`src/rtl/min_sort_ctrl_if.sv`:
```
// Stream and status bundle for min_sort_ctrl: valid/ready input, valid/ready
// sorted output, plus busy/done/swap_cnt status.
interface min_sort_ctrl_if #(
  parameter int W = 3
);
  logic         in_valid;
  logic [W-1:0] in_data;
  logic         in_ready;
  logic         out_valid;
  logic [W-1:0] out_data;
  logic         out_ready;
  logic         busy;
  logic         done;
  logic [7:0]   swap_cnt;

  modport master (
    output in_valid, in_data, out_ready,
    input  in_ready, out_valid, out_data, busy, done, swap_cnt
  );

  modport slave (
    input  in_valid, in_data, out_ready,
    output in_ready, out_valid, out_data, busy, done, swap_cnt
  );
endinterface

```
`src/rtl/min_sort_ctrl.sv`:
```
// Batch sorter: loads N words, bubble-sorts them in place with one shared
// min/max unit (one compare per clock, fixed schedule), streams them out ascending.
module min_sort_ctrl #(
  parameter int N = 4,
  parameter int W = 3
) (
  input  logic           clk,
  input  logic           rst,
  min_sort_ctrl_if.slave io_bus
);
  localparam int CW = (N > 2) ? $clog2(N) : 1;

  localparam logic [1:0] S_LOAD = 2'd0;
  localparam logic [1:0] S_SORT = 2'd1;
  localparam logic [1:0] S_OUT  = 2'd2;

  localparam logic [CW-1:0] LAST_W = CW'(N - 1);
  localparam logic [CW-1:0] LAST_I = CW'(N - 2);

  logic [1:0]    r_state;
  logic [W-1:0]  r_buf [N];
  logic [CW-1:0] r_wr_cnt;
  logic [CW-1:0] r_rd_cnt;
  logic [CW-1:0] r_p;
  logic [CW-1:0] r_i;
  logic [7:0]    r_swap_cnt;
  logic          r_done;

  logic [CW-1:0] w_i1;
  logic [W-1:0]  w_a;
  logic [W-1:0]  w_b;
  logic [W-1:0]  w_min;
  logic [W-1:0]  w_max;
  logic          w_gt;

  assign w_i1 = r_i + CW'(1);

  // The single compare/select unit, time-shared across all adjacent pairs.
  always_comb begin
    w_a   = r_buf[r_i];
    w_b   = r_buf[w_i1];
    w_gt  = (w_a > w_b);
    w_min = w_gt ? w_b : w_a;
    w_max = w_gt ? w_a : w_b;
  end

  always_ff @(posedge clk or posedge rst) begin
    if (rst) begin
      r_state    <= S_LOAD;
      r_wr_cnt   <= '0;
      r_rd_cnt   <= '0;
      r_p        <= '0;
      r_i        <= '0;
      r_swap_cnt <= '0;
      r_done     <= 1'b0;
      for (int k = 0; k < N; k++) r_buf[k] <= '0;
    end else begin
      r_done <= 1'b0;
      case (r_state)
        S_LOAD: begin
          if (io_bus.in_valid) begin
            r_buf[r_wr_cnt] <= io_bus.in_data;
            if (r_wr_cnt == LAST_W) begin
              r_wr_cnt   <= '0;
              r_p        <= '0;
              r_i        <= '0;
              r_swap_cnt <= '0;
              r_state    <= S_SORT;
            end else begin
              r_wr_cnt <= r_wr_cnt + CW'(1);
            end
          end
        end
        S_SORT: begin
          // Strict greater-than: equal neighbours stay put, keeping the sort stable.
          if (w_gt) begin
            r_buf[r_i]  <= w_min;
            r_buf[w_i1] <= w_max;
            r_swap_cnt  <= r_swap_cnt + 8'd1;
          end
          if (r_i == LAST_I) begin
            r_i <= '0;
            r_p <= r_p + CW'(1);
            if (r_p == LAST_I) begin
              r_rd_cnt <= '0;
              r_state  <= S_OUT;
            end
          end else begin
            r_i <= w_i1;
          end
        end
        S_OUT: begin
          if (io_bus.out_ready) begin
            if (r_rd_cnt == LAST_W) begin
              r_rd_cnt <= '0;
              r_done   <= 1'b1;
              r_state  <= S_LOAD;
            end else begin
              r_rd_cnt <= r_rd_cnt + CW'(1);
            end
          end
        end
        default: r_state <= S_LOAD;
      endcase
    end
  end

  assign io_bus.in_ready  = (r_state == S_LOAD);
  assign io_bus.busy      = (r_state == S_SORT) || (r_state == S_OUT);
  assign io_bus.out_valid = (r_state == S_OUT);
  assign io_bus.out_data  = (r_state == S_OUT) ? r_buf[r_rd_cnt] : '0;
  assign io_bus.done      = r_done;
  assign io_bus.swap_cnt  = r_swap_cnt;
endmodule

```
`src/flat_wrapper.sv`:
```
// flat-port wrapper written by rule: the top's interface ports become plain ports
module min_sort_ctrl_flat 
#(
  parameter int N = 4,
  parameter int W = 3
)
  (clk, rst, io_bus_in_valid, io_bus_in_data, io_bus_out_ready, io_bus_in_ready, io_bus_out_valid, io_bus_out_data, io_bus_busy, io_bus_done, io_bus_swap_cnt);
  min_sort_ctrl_if #(.W(W)) io_bus_i ();
  input  logic clk;
  input  logic rst;
  input wire logic [$bits(io_bus_i.in_valid)-1:0] io_bus_in_valid;
  input wire logic [$bits(io_bus_i.in_data)-1:0] io_bus_in_data;
  input wire logic [$bits(io_bus_i.out_ready)-1:0] io_bus_out_ready;
  output wire logic [$bits(io_bus_i.in_ready)-1:0] io_bus_in_ready;
  output wire logic [$bits(io_bus_i.out_valid)-1:0] io_bus_out_valid;
  output wire logic [$bits(io_bus_i.out_data)-1:0] io_bus_out_data;
  output wire logic [$bits(io_bus_i.busy)-1:0] io_bus_busy;
  output wire logic [$bits(io_bus_i.done)-1:0] io_bus_done;
  output wire logic [$bits(io_bus_i.swap_cnt)-1:0] io_bus_swap_cnt;
  assign io_bus_i.in_valid = io_bus_in_valid;
  assign io_bus_i.in_data = io_bus_in_data;
  assign io_bus_i.out_ready = io_bus_out_ready;
  assign io_bus_in_ready = io_bus_i.in_ready;
  assign io_bus_out_valid = io_bus_i.out_valid;
  assign io_bus_out_data = io_bus_i.out_data;
  assign io_bus_busy = io_bus_i.busy;
  assign io_bus_done = io_bus_i.done;
  assign io_bus_swap_cnt = io_bus_i.swap_cnt;
  min_sort_ctrl #(.N(N), .W(W)) u_core (.clk(clk), .rst(rst), .io_bus(io_bus_i));
endmodule
```
`config.mk`:
```
export PLATFORM = sky130hd
export DESIGN_NAME = min_sort_ctrl_flat
export DESIGN_NICKNAME = d
export VERILOG_FILES = /design/src/rtl/min_sort_ctrl_if.sv /design/src/rtl/min_sort_ctrl.sv /design/src/flat_wrapper.sv
export SDC_FILE = /design/constraint.sdc
export NUM_CORES = 1
export LEC_CHECK = 0
export BUFFER_PORTS_ARGS = -buffer_cell sky130_fd_sc_hd__buf_4
export CAP_MARGIN = 0
export CELL_PAD_IN_SITES_DETAIL_PLACEMENT = 0
export CELL_PAD_IN_SITES_GLOBAL_PLACEMENT = 1
export CORE_ASPECT_RATIO = 2
export CORE_UTILIZATION = 36
export DETAILED_ROUTE_END_ITERATION = 12
export PLACE_DENSITY = 0.79
export SYNTH_ARGS = -nofsm -noshare
export SYNTH_HDL_FRONTEND = slang
export SYNTH_SLANG_ARGS = --single-unit
```
`constraint.sdc`:
```
create_clock -name clk -period 2.8 [get_ports clk]
set_input_delay 0.14 -clock clk [delete_from_list [all_inputs] [get_ports clk]]
set_output_delay 0.14 -clock clk [all_outputs]
set_load 0.01 [all_outputs]
```
* Word level (Yosys, flattened, before mapping)
Index checks and enable logic that the tools add are counted.
** Operators by class
- $add $sub $neg :: 5
- Magnitude comparators :: 8
- Eq/ne operators :: 13
- Muxes and demuxes :: 50
- Bitwise operators :: 4
- Reductions and logical operators :: 14
** Operator list (number)
- $bwmux 12 :: 3
- $mux 3 :: 12
- $mux 2 :: 15
- $mux 12 :: 2
- $mux 8 :: 3
- $pmux 12 s2 :: 1
- $bmux 3 s2 :: 3
- $demux 3 s2 :: 3
- $pmux 8 s2 :: 1
- $ge 3x3->1 const B :: 4
- $not 2->3 :: 4
- $pmux 2 s2 :: 3
- $reduce_and 4->1 :: 3
- $eq 2x2->1 const B :: 5
- $ne 2x1->1 const B :: 5
- $lt 3x1->1 const B :: 3
- $add 2x1->2 const B :: 4
- $add 8x1->8 const B :: 1
- $pmux 2 s3 :: 1
- $reduce_and 3->1 :: 2
- $reduce_and 6->1 :: 1
- $ne 2x2->1 const B :: 2
- $reduce_bool 2->1 :: 2
- $gt 3x3->1 :: 1
- 6 further kinds :: 10
** Word-level totals
- Register bits :: 31
- Input port bits :: 7

* Longest topological paths before layout
Gate-level depths: netlist (run 1).
- Depth in word-level cells :: 11
- Mapped depth :: 12

* Worst setup path before layout (run 1)
Ideal clock, no wire load.
- Path type :: reg-to-reg
- From :: reg u_core.r_i[0]
- To :: reg u_core.r_buf[6] (netlist name)
- Setup time :: 0.125 ns
- Arrival :: 3.013 ns
- Required time :: 2.675 ns
- Slack :: -0.339 ns
- Cell stages (with the launch flop) :: 13
- Buffers on the path :: 2
- Cells stage by stage :: dfrtp_1 > buf_6 > inv_1 > ha_1 > mux4_2 > inv_1 > ha_1 > and3b_1 > o21ai_1 > buf_4 > mux2_2 > a22oi_1 > o21ai_1
** On the way
- Cells in the longest elaborated chain, start to end :: 11
- Elaborated cells on any way between the ends :: 28
- Classes of those cells :: add/sub (1); order compare (5); eq/ne (1); mux (16); bitwise (2); reduce/logical (3)
** Ends and longest elaborated chain
- start, declared :: RTL line min_sort_ctrl.sv:25 : logic [CW-1:0] r_i;
- start signal, assigned :: RTL line min_sort_ctrl.sv:89 : r_i <= w_i1;
- $add 2x1->2 :: RTL line min_sort_ctrl.sv:36 : assign w_i1 = r_i + CW'(1);
- $not 2->3 (not written as such) :: RTL line min_sort_ctrl.sv:41, min_sort_ctrl.sv:78
- $bmux 3 s2 :: RTL line min_sort_ctrl.sv:41 : w_b = r_buf[w_i1];
- $mux 3 (not written as such) (2 in series) :: RTL line min_sort_ctrl.sv:41
- $gt 3x3->1 :: RTL line min_sort_ctrl.sv:42 : w_gt = (w_a > w_b);
- $mux 3 :: RTL line min_sort_ctrl.sv:43 : w_min = w_gt ? w_b : w_a;
- $bwmux 12 :: RTL line min_sort_ctrl.sv:77 : r_buf[r_i] <= w_min;
- $bwmux 12 :: RTL line min_sort_ctrl.sv:78 : r_buf[w_i1] <= w_max;
- $mux 12 :: RTL line min_sort_ctrl.sv:76 : if (w_gt) begin
- $pmux 12 s2 :: RTL line min_sort_ctrl.sv:59 : case (r_state)
- end signal, assigned by index :: RTL line min_sort_ctrl.sv:62 : r_buf[r_wr_cnt] <= io_bus.in_data;
- end signal, assigned by index :: RTL line min_sort_ctrl.sv:77
- end signal, assigned by index :: RTL line min_sort_ctrl.sv:78
- end, declared :: RTL line min_sort_ctrl.sv:21 : logic [W-1:0] r_buf [N];
Several ways; a longest one is shown, not always the timed one. The select of a mux whose other input is x is not followed.
A chain may end at the register's enable or synchronous reset.

* Worst setup path in the final report (run 1)
- From :: reg u_core.r_i[0]
- To :: reg u_core.r_swap_cnt[5], in the netlist u_core.io_bus.swap_cnt[5]
** On the way
- Cells in the longest elaborated chain, start to end :: 8
- Elaborated cells on any way between the ends :: 12
- Classes of those cells :: add/sub (1); order compare (1); eq/ne (1); mux (6); bitwise (2); reduce/logical (1)
** Ends and longest elaborated chain
- $add 2x1->2 :: RTL line min_sort_ctrl.sv:36
- $not 2->3 (not written as such) :: RTL line min_sort_ctrl.sv:41
- $bmux 3 s2 :: RTL line min_sort_ctrl.sv:41
- $mux 3 (not written as such) (2 in series) :: RTL line min_sort_ctrl.sv:41
- $gt 3x3->1 (*) :: RTL line min_sort_ctrl.sv:42
- $ne 2x1->1 (no line) (*)
- $reduce_and 4->1 (no line) (*)
- end signal, assigned :: RTL line min_sort_ctrl.sv:79 : r_swap_cnt <= r_swap_cnt + 8'd1;
- end, declared :: RTL line min_sort_ctrl.sv:26 : logic [7:0] r_swap_cnt;
Every way passes the cells marked *; elsewhere a longest branch is shown, timed or not. The select of a mux whose other input is x is not followed.

==> results of run 1 <==
what timing repair did:
action | CTS | global route
pin swaps | 6 | 4
setup endpoints to repair | 14 | 20
gates resized for setup | 4 | 1
hold endpoints to repair | 6 | 0
hold buffers | 1 | 0
setup buffers | 1 | 0
state kept, by name, indices dropped and copies added, names as in the netlist:
register,flops
u_core.io_bus.done,1
u_core.io_bus.swap_cnt,8
u_core.r_buf,12
u_core.r_i,2
u_core.r_p,2
u_core.r_rd_cnt,2
u_core.r_state,2
u_core.r_wr_cnt,2
cells in the final DEF, fill, tap and decap left out, types with 2 or more instances in the layout:
cell type / count
or3_1: 8
nor3_1: 6
ha_1: 17
a21oi_1: 6
buf_4: 34
nand2_1: 26
a22o_1: 2
and2_1: 3
o31ai_1: 2
nand3b_1: 4
o21ai_0: 2
a21o_1: 4
mux2i_1: 8
nand3_1: 8
nor2b_1: 4
nand4_1: 3
mux2_1: 2
mux2_4: 5
a22oi_2: 9
o21ai_1: 16
mux2_2: 3
nand2b_1: 2
o211ai_1: 3
ha_4: 2
o31ai_4: 2
a22oi_1: 3
or4_1: 2
clkbuf_16: 5
inv_2: 2
dfrtp_1: 30
nor2_1: 14
clkbuf_1: 2
mux4_2: 9
buf_6: 2
inv_1: 9
a31oi_1: 5
final cells by class:
type | instances | area (sq um) | area share, %
sequential | 31 | 777 | 25.9
timing repair buffer | 38 | 308 | 10.3
inverter | 12 | 47.5 | 1.59
tap | 86 | 108 | 3.59
multi-input combinational | 193 | 1620 | 54.0
clock inverter | 1 | 5.00 | 0.167
clock buffer | 7 | 133 | 4.43
worst min-delay path by stage:
stage                                start                 end  slack [ns]  depth (start not counted)
after floorplan                        rst  u_core.io_bus.done        0.24                          1
after global placement                 rst   u_core.r_state[1]        0.09                          2
after detailed placement               rst   u_core.r_state[1]         0.1                          2
after CTS                 io_bus_out_ready  u_core.io_bus.done        0.12                          2
after global routing      io_bus_out_ready  u_core.io_bus.done        0.12                          2
final                     io_bus_out_ready  u_core.io_bus.done        0.12                          2
per-layer routing:
layer  share of wire, %  GRT usage, %  wire length (microns)  vias to the layer above
li1                   -             -                      -                      984
met1                 34          18.6                   2160                      977
met2                 57          36.0                   3600                       49
met3                2.7          3.19                    174                       22
met4                6.6          13.4                    417                        0
met5                  0             0                      0                        -
critical path: stages (launching register included):
cell and delay [ns]:
dfrtp_1 0.39, inv_4 0.05, ha_4 0.29, mux4_2 0.53, ha_2 0.20, and3b_1 0.24, o21ai_2 0.08, buf_12 0.15
a21o_1 0.23, or4_1 0.51, a21oi_1 0.14
stage by stage:
stage	worst slack, ns	instance area [sq um]	power (mW)
6_report	-0.0876	3000	3.29
5_1_grt	-0.160	3000	3.50
4_1_cts	-0.0579	2990	3.30
3_5_place_dp	-0.0796	2830	2.71
3_3_place_gp	-0.0187	2830	2.65
2_1_floorplan	-0.0837	2500	2.14
cell families (layout without fill, tap and decap cells):
logic type | count (synthesis) | in the layout
simple gates | 87 | 87
compound gates | 58 | 58
flops | 31 | 31
mux | 27 | 27
buf+inv | 22 | 58
fa+ha+maj | 20 | 20
xor+xnor | 1 | 1
report_power, final:
group          internal (mW)  switching [mW]
combinational          0.979            1.08
sequential             0.566           0.151
clock                  0.328           0.188
total                   1.87            1.42
==> summary.md, run 1 <==
| Metric | Value |
|---|---|
| Cell Rows | 41 |
| Mean Syn Cell Area | 9.81 sq um |
| Placed instance count | 358 |
| Mapped Area | 2410 sq um |
| TNS Setup | -0.399 ns |
| Pins Over Slew Limit | 0 |
| Die Area | 7050 sq um |
| Power Density | about 1100 nW/um^2 |
| Synth area leader | dfrtp_1 |
| Antenna-violating nets left | 0 |
| Post-synth EDFFs | 0 |
| Yosys cell types | 45 |
| Worst Setup EP | u_core.io_bus.swap_cnt[5] |
| Violated checks | setup timing |
| Die W | ~60 microns |
| Largest family of logic cells by synthesized area | simple AND/OR/NAND/NOR gates |
| Worst Path Arrival | 3.09 ns |
| Setup CP Type | flip-flop to flip-flop |
| Max cap viols | 0 |
| Mapped Cells | between 200 and 250 |
| Fraction of synthesized area in multiplexers | 16.7% |
| Avg Vias per Cell | 5.52 |
| Critical Path End Type | flip-flop |
| Most common cell in the synthesized netlist | dfrtp_1 |
| Initial antenna violation count | 0 |
| Clock latency on the worst-skew pair | 0.28 ns |
| Leak | 1.24 nW |
| GRT overflow | 0 |
| Area delta synth->final | 24.2% |
| Chip height | 118 microns |
| Port buffer count | 21 |
| Critical R2R Capture | u_core.io_bus.swap_cnt[5] |
| 1st-iter DRT viols | 65 |
| Fraction of registers with async set/reset | 100% |
| Drt wl/cell | 17.3 microns |
| R2r startpoint | u_core.r_i[0] |
| Dominant cells by area after synthesis | dfrtp_1 32%, ha_1 10%, mux4_2 8.4% |
| Internal reg-to-reg setup slack | -0.09 ns |
| H-Tree Depth | 2 |
| Commonest cells in the netlist | 31 x dfrtp_1, 26 x nand2_1, 20 x ha_1 |
| Slew @ Worst Pin | ~0.75 ns |
| Clock sinks | 31 |
| Layout Skew | 0.00533 ns |
| Fmax | 346 MHz |
| Yosys reg bits | 31 |
| Antenna diodes | 0 |
| Post-synthesis compound-gate area fraction | 17.4% |
| Final worst path period share | 103% |
| Largest net degree at the start of global routing | 26 |
| GRT Resource Usage Total | 19.8% |
| Relative slew slack | 50.0% |
| Adder-cell share of the synthesized area | 10.4% |
| Starting Density | 37.6% |
| Critical Path Fanout Max | 12 |
| Maximum VDD drop | 0.529 mV |
| First-pass detailed-route iteration total | 5 |
| Fin crit period | approximately 2.9 ns |
| Final worst setup slack | -0.0876 ns |
| WHS | about 0.12 ns |
| Vias in the first global route | 2078 |
| Yosys top cell area share | 32.2% |
| Final Core Density | 46.7% |
| First-pass GRT wire length | 10100 microns |
| R2R cell count | 10 |
| Worst Setup Start Kind | flip-flop |
| HPWL after detailed placement | 4950 microns |
| Worst path required time | 3.00 ns |
| Unrepaired setup endpoints after global routing | yes |
| # setup viols final | 14 |
| Post-Synth XOR/XNOR Area | 0.363% |
| Final number of hold-violating endpoints | 0 |
| Fillers | ~630 |
| Yosys warns | 0 |
| CTS tree | yes |
| Worst hold path class | input pin to flip-flop |
| Synth Area in Simple Gates | a little under a fifth |
| Status | finished with violations |
| CTS root buf | clkbuf_16 |
| Main synth FF type | dfrtp_1 |
| Final nets | 308 |
| Share of post-route cells with drive strength above 1 | 29.4% |
| Vias | 2032 |
| Fin cells | 368 |
| Seq/Total Area, Yosys | 32.2% |
| Critical path origin | u_core.r_i[0] |
| Cts bufs inserted | 5 |
| Clock transition at path regs | 0.05 ns |
| Worst-case clock buffer depth | 2 |
| Placer Congestion | 0.799 |
| DRC violations left | 0 |
| Core Region | 6410 sq um |
| Top-level port count | 22 |
| Post-Route WL | 6360 microns |
| Net Count, Synth | 273 |
No activity file was read; power rests on OpenSTA's default activity.
==> run 2: changes to the inputs <==
RECOVER_POWER = 50   (was unset)
==> run 2 against run 1 <==
- the flow still finishes with violations (setup timing)
- total power shrank 0.24%
- wire length is essentially flat
- via count shrank 0.39%
- non-clock buffer count is the same
- critical path depth is the same
- core utilization shrank 0.59 points
- critical endpoint unchanged
==> summary.md, run 2 (synthesized netlist as in run 1, its figures left out) <==
| Metric | Value |
|---|---|
| Fmax | 346 MHz |
| Final Cell Area | approximately 3000 sq um |
| Chip height | 118 microns |
| Placer Congestion | 0.799 |
| Cell Rows | 41 |
| Core Region | 6410 sq um |
| 1st-iter DRT viols | between 50 and 60 |
| Final number of hold-violating endpoints | 0 |
| Most common cell after layout, fill and taps aside | dfrtp_1 |
| Worst hold path class | input pin to flip-flop |
| Critical Path End Type | flip-flop |
| Biggest register | u_core.r_buf |
| GRT Resource Usage Total | 19.8% |
| Initial antenna violation count | 0 |
| Final worst setup slack | -0.0888 ns |
| CTS root buf | clkbuf_16 |
| Final worst path period share | 103% |
| Vias in the first global route | 2078 |
| Final Core Density | 46.1% |
| Die Area | 7050 sq um |
| Final nets | 308 |
| Starting Density | 37.6% |
| Layout Skew | about 0.0056 ns |
| Post-Route WL | 6350 microns |
| H-Tree Depth | 2 |
| Leak | 1.20 nW |
| Status | finished with violations |
| Drt wl/cell | 17.3 microns |
| Setup CP Type | flip-flop to flip-flop |
| Port buffer count | 21 |
| Vias | 2024 |
| DRC violations left | 0 |
| Unrepaired setup endpoints after global routing | yes |
| Most frequent cells in the layout | 30 x dfrtp_1, 26 x nand2_1, 23 x buf_4 |
| Worst Path Arrival | 3.09 ns |
| # setup viols final | 14 |
| Clock transition at path regs | 0.05 ns |
| Antenna-violating nets left | 0 |
| Worst-case clock buffer depth | 2 |
| Maximum VDD drop | 0.527 mV |
| Power Density | 1110 nW/um^2 |
| Die W | 59.9 microns |
| GRT overflow | 0 |
| Relative slew slack | under 10% |
| Placed instance area | 2830 sq um |
| Largest net degree at the start of global routing | 26 |
| HPWL after detailed placement | between 4000 and 5000 microns |
| Slew @ Worst Pin | 1.41 ns |
| Share of post-route cells with drive strength above 1 | between 20% and 30% |
| Violated checks | setup timing |
| Worst path required time | 3.00 ns |
| Critical Path Fanout Max | 12 |
| Cts bufs inserted | 5 |
| Clock latency on the worst-skew pair | 0.28 ns |
| CTS tree | yes |
| Pins Over Slew Limit | 0 |
| Area delta synth->final | 22.7% |
| First-pass GRT wire length | 10100 microns |
| Top-level port count | 22 |
| First-pass detailed-route iteration total | 4 |
| Fin crit period | a little under 3 ns |
| Antenna diodes | 0 |
| Max cap viols | 0 |
| Largest register FFs | 12 |
| Clock sinks | 31 |
| Worst Setup Start Kind | flip-flop |
| Avg Vias per Cell | ~5.5 |
run 2: cell types whose count changed in the layout (fill, tap and decap cells not counted), sizes merged:
cell / delta
buf: -11
clkbuf: +11
run 2: power breakdown:
| group | switching [mW] | total [mW] | internal [mW] |
|---|---|---|---|
| logic | 1.08 | 2.05 | 0.969 |
| registers | 0.151 | 0.716 | 0.566 |
| clock network | 0.187 | 0.514 | 0.327 |
run 2: timing repair:
item,4_1_cts,5_1_grt
hold buffers,1,0
setup buffers,1,0
pin swaps,6,4
resized for setup,4,1
endpoints found under the hold margin,6,0
setup endpoints to repair,14,20
run 2: final cells by class:
cell class | instances | area (sq um)
multi-input combinational | 193 | 1620
fill | 644 | 3450
timing repair buffer | 38 | 270
clock inverter | 1 | 5.00
tap | 86 | 108
sequential | 31 | 777
clock buffer | 7 | 133
inverter | 12 | 47.5
run 2: path summary, 6_finish.rpt:
| check | startpoint | endpoint | slack [ns] | depth (start not counted) |
|---|---|---|---|---|
| setup / recovery | u_core.r_i[0] | u_core.io_bus.swap_cnt[5] | -0.09 | 10 |
| setup reg to reg | u_core.r_i[0] | u_core.io_bus.swap_cnt[5] | -0.09 | 10 |
| hold reg to reg | u_core.r_state[1] | u_core.r_state[1] | 0.52 | 1 |
| hold / removal | io_bus_out_ready | u_core.io_bus.done | 0.12 | 2 |
| max in group asynchronous | rst | u_core.r_i[1] | 0.77 | 4 |
| min in group asynchronous | rst | u_core.io_bus.done | 0.34 | 3 |
run 2: layer usage:
layer  share of wire, %  track usage, %  vias up
li1                   -               -      983
met1                 34            18.6      973
met2                 57            36.0       46
met3                2.5            3.19       22
met4                6.5            13.4        0
met5                  0               0        -
run 2: critical path, stage by stage, from the launching register on:
cell     delay, ns
dfrtp_1       0.39
inv_4         0.05
ha_4          0.29
mux4_2        0.53
ha_2          0.19
and3b_1       0.24
o21ai_2       0.08
buf_12        0.15
a21o_1        0.23
or4_1         0.51
a21oi_1       0.14
run 2: per-stage QoR:
| step | worst slack (ns) | power [mW] | hold slack [ns] | cells | TNS (ns) |
|---|---|---|---|---|---|
| 2_1_floorplan | -0.0837 | 2.14 | 0.243 | 246 | -0.699 |
| 3_3_place_gp | -0.0187 | 2.65 | 0.0850 | 358 | -0.0455 |
| 3_5_place_dp | -0.0796 | 2.71 | 0.0951 | 358 | -0.496 |
| 4_1_cts | -0.0579 | 3.30 | 0.117 | 368 | -0.302 |
| 5_1_grt | -0.160 | 3.49 | 0.120 | 368 | -2.29 |
| 6_report | -0.0888 | 3.28 | 0.120 | 368 | -0.416 |
==> run 3: changes to the inputs <==
CORE_UTILIZATION = 35   (was 36)
PLACE_DENSITY = 0.77   (was 0.79)
==> run 3 against run 2 <==
- the flow still finishes with violations (setup timing)
- first-iteration DRC count up 5.7%
- sequential share of layout area down 0.72 points
- die area up 2.8%
- final cell count up 1.9%
- clock-buffer cell count unchanged
- flip-flop and latch count unchanged
- maximum frequency up 3.1%
- non-clock buffer count up 5
- clock power up 0.8%
- critical path type unchanged
- largest power group unchanged
==> summary.md, run 3 (synthesized netlist as in run 1, its figures left out) <==
| Metric | Value |
|---|---|
| Cell-internal power | 1.88 mW |
| Clock sinks | 31 |
| Clock Power Share | 15.7% |
| Layout Skew | around 0.0035 ns |
| Unrepaired setup endpoints after global routing | yes |
| Most frequent cells in the layout | 37 x buf_4, 30 x dfrtp_1, 26 x nand2_1 |
| CP max stage delay | 0.52 ns |
| Fmax | 357 MHz |
| Core Region | 6620 sq um |
| Area delta synth->final | 26.1% |
| Cts bufs inserted | 5 |
| Die W | about 61 microns |
| Final nets | 313 |
| Critical R2R Capture | u_core.io_bus.swap_cnt[5] |
| Leak | 1.25 nW |
| Most common cell after layout, fill and taps aside | buf_4 |
| Initial antenna violation count | 0 |
| Final number of hold-violating endpoints | 0 |
| Worst Path Arrival | 3.02 ns |
| WHS | 0.117 ns |
| Worst hold path class | input pin to asynchronous set/reset pin |
| Cell Rows | between 40 and 50 |
| Top-level port count | 22 |
| First-pass GRT wire length | 10300 microns |
| Vias in the first global route | 2050 |
| Largest register FFs | 12 |
| CTS tree | yes |
| Placed instance count | 364 |
| Power Total | roughly 3.3 mW |
| Comb power frac | 62.7% |
| Power Density | 1080 nW/um^2 |
| Starting Density | between 30 and 40% |
| Avg Vias per Cell | 5.38 |
| Worst-case clock buffer depth | 2 |
| Drt wl/cell | 16.9 microns |
| Sw power | 1.42 mW |
| Chip height | 119 microns |
| Vias | roughly 2000 |
| Clock latency on the worst-skew pair | 0.29 ns |
| Fillers | between 600 and 700 |
| Internal reg-to-reg setup slack | -0.003 ns |
| GRT overflow | 0 |
| Final worst setup slack | -0.00301 ns |
| H-Tree Depth | 2 |
| Critical Path Fanout Max | 9 |
| Post-Route WL | 6330 microns |
| Critical Path End Type | flip-flop |
| Sw frac | 43.0% |
| Largest net degree at the start of global routing | 27 |
| Relative slew slack | a little over 30% |
| Die Area | 7250 sq um |
| Crit path cell chain | inv_4 > ha_4 > mux4_2 > ha_2 > and3b_1 > o21ai_2 > buf_6 > a21o_1 > or4_4 > a21oi_2 |
| Maximum VDD drop | 0.652 mV |
| Port buffer count | 21 |
| Clock transition at path regs | around 0.05 ns |
| GRT Resource Usage Total | just over 20% |
| Setup CP Type | flip-flop to flip-flop |
| Pins Over Slew Limit | 0 |
| Violated checks | setup timing |
| 1st-iter DRT viols | 56 |
| Antenna-violating nets left | 0 |
| Critical path origin | u_core.r_i[0] |
| Fin crit period | roughly 2.8 ns |
| HPWL after detailed placement | 4970 microns |
| Placer Congestion | around 0.85 |
| CP max stage cell | mux4_2 |
| # setup viols final | 1 |
| DRC violations left | 0 |
| First-pass detailed-route iteration total | 4 |
| Worst path required time | 3.01 ns |
| R2R cell count | 10 |
| Share of post-route cells with drive strength above 1 | 31.4% |
| Final worst path period share | 100% |
| Worst Setup Start Kind | flip-flop |
| Antenna diodes | 0 |
| Slew @ Worst Pin | 1.04 ns |
| Biggest register | u_core.r_buf |
| Sequential Power Share | 21.6% |
| CTS root buf | clkbuf_16 |
| Fin cells | 375 |
| Status | finished with violations |
| R2r startpoint | u_core.r_i[0] |
| Max cap viols | 0 |
## run 3: changes by cell type in the layout (fill, tap and decap cells not counted), sizes merged
cell	previous run	this run
dlygate4sd3	1	0
buf	26	39
clkbuf	18	11
## run 3: final cells by class
cell class / instances / area, sq um / area share [%]
Clock buffer: 7 / 133 / 4.36
Clock inverter: 1 / 5.00 / 0.164
Inverter: 12 / 47.5 / 1.56
Multi-Input combinational cell: 193 / 1650 / 54.3
Sequential cell: 31 / 777 / 25.5
Tap cell: 88 / 110 / 3.62
Timing Repair Buffer: 43 / 319 / 10.5
## run 3: timing repair
item / CTS / global route
hold buffers: 0 / 0
setup buffers: 3 / 0
setup endpoints to repair: 14 / 19
pin swaps: 4 / 2
gates resized for setup: 1 / 9
## run 3: critical path, delay by kind of cell (launching register included)
kind | cells | cell delay [ns]
flip-flops | 1 | 0.39
adder cells (fa/ha/maj) | 2 | 0.47
multiplexers | 1 | 0.52
AO/OA/AOI/OAI | 3 | 0.40
buffers and inverters | 2 | 0.20
AND/OR/NAND/NOR | 2 | 0.76
## run 3: power groups by stage
stage          sequential [mW]  combinational [mW]  clock, mW
2_1_floorplan            0.670                1.47          0
3_3_place_gp             0.715                1.92          0
5_1_grt                  0.727                2.25      0.549
3_5_place_dp             0.720                1.94          0
6_report                 0.713                2.06      0.518
4_1_cts                  0.712                2.04      0.529
## run 3: worst max-delay path by stage
stage / endpoint / depth (start not counted)
3_5_place_dp: u_core.io_bus.swap_cnt[5] / 10
3_3_place_gp: u_core.io_bus.swap_cnt[5] / 11
4_1_cts: u_core.io_bus.swap_cnt[7] / 10
6_report: u_core.io_bus.swap_cnt[5] / 10
2_1_floorplan: u_core.r_buf[0] / 12
5_1_grt: u_core.r_buf[7] / 11
## run 3: metrics by stage
stage | worst slack (ns) | area (sq um) | TNS [ns] | util (%)
2_1_floorplan | -0.0837 | 2500 | -0.699 | -
3_3_place_gp | -0.0277 | 2850 | -0.106 | 43.0
3_5_place_dp | -0.0876 | 2850 | -0.568 | 43.0
4_1_cts | -0.00539 | 3010 | -0.00944 | 45.5
5_1_grt | -0.116 | 3040 | -1.30 | 46.0
6_report | -0.00301 | 3040 | -0.00301 | 46.0
## run 3: per-layer routing
metal	part of all wire (%)	GRT usage, %	vias up
met5	0	0	-
met4	5.8	12.9	0
met3	2.1	3.91	19
met2	57	35.9	31
met1	35	19.6	978
li1	-	-	991
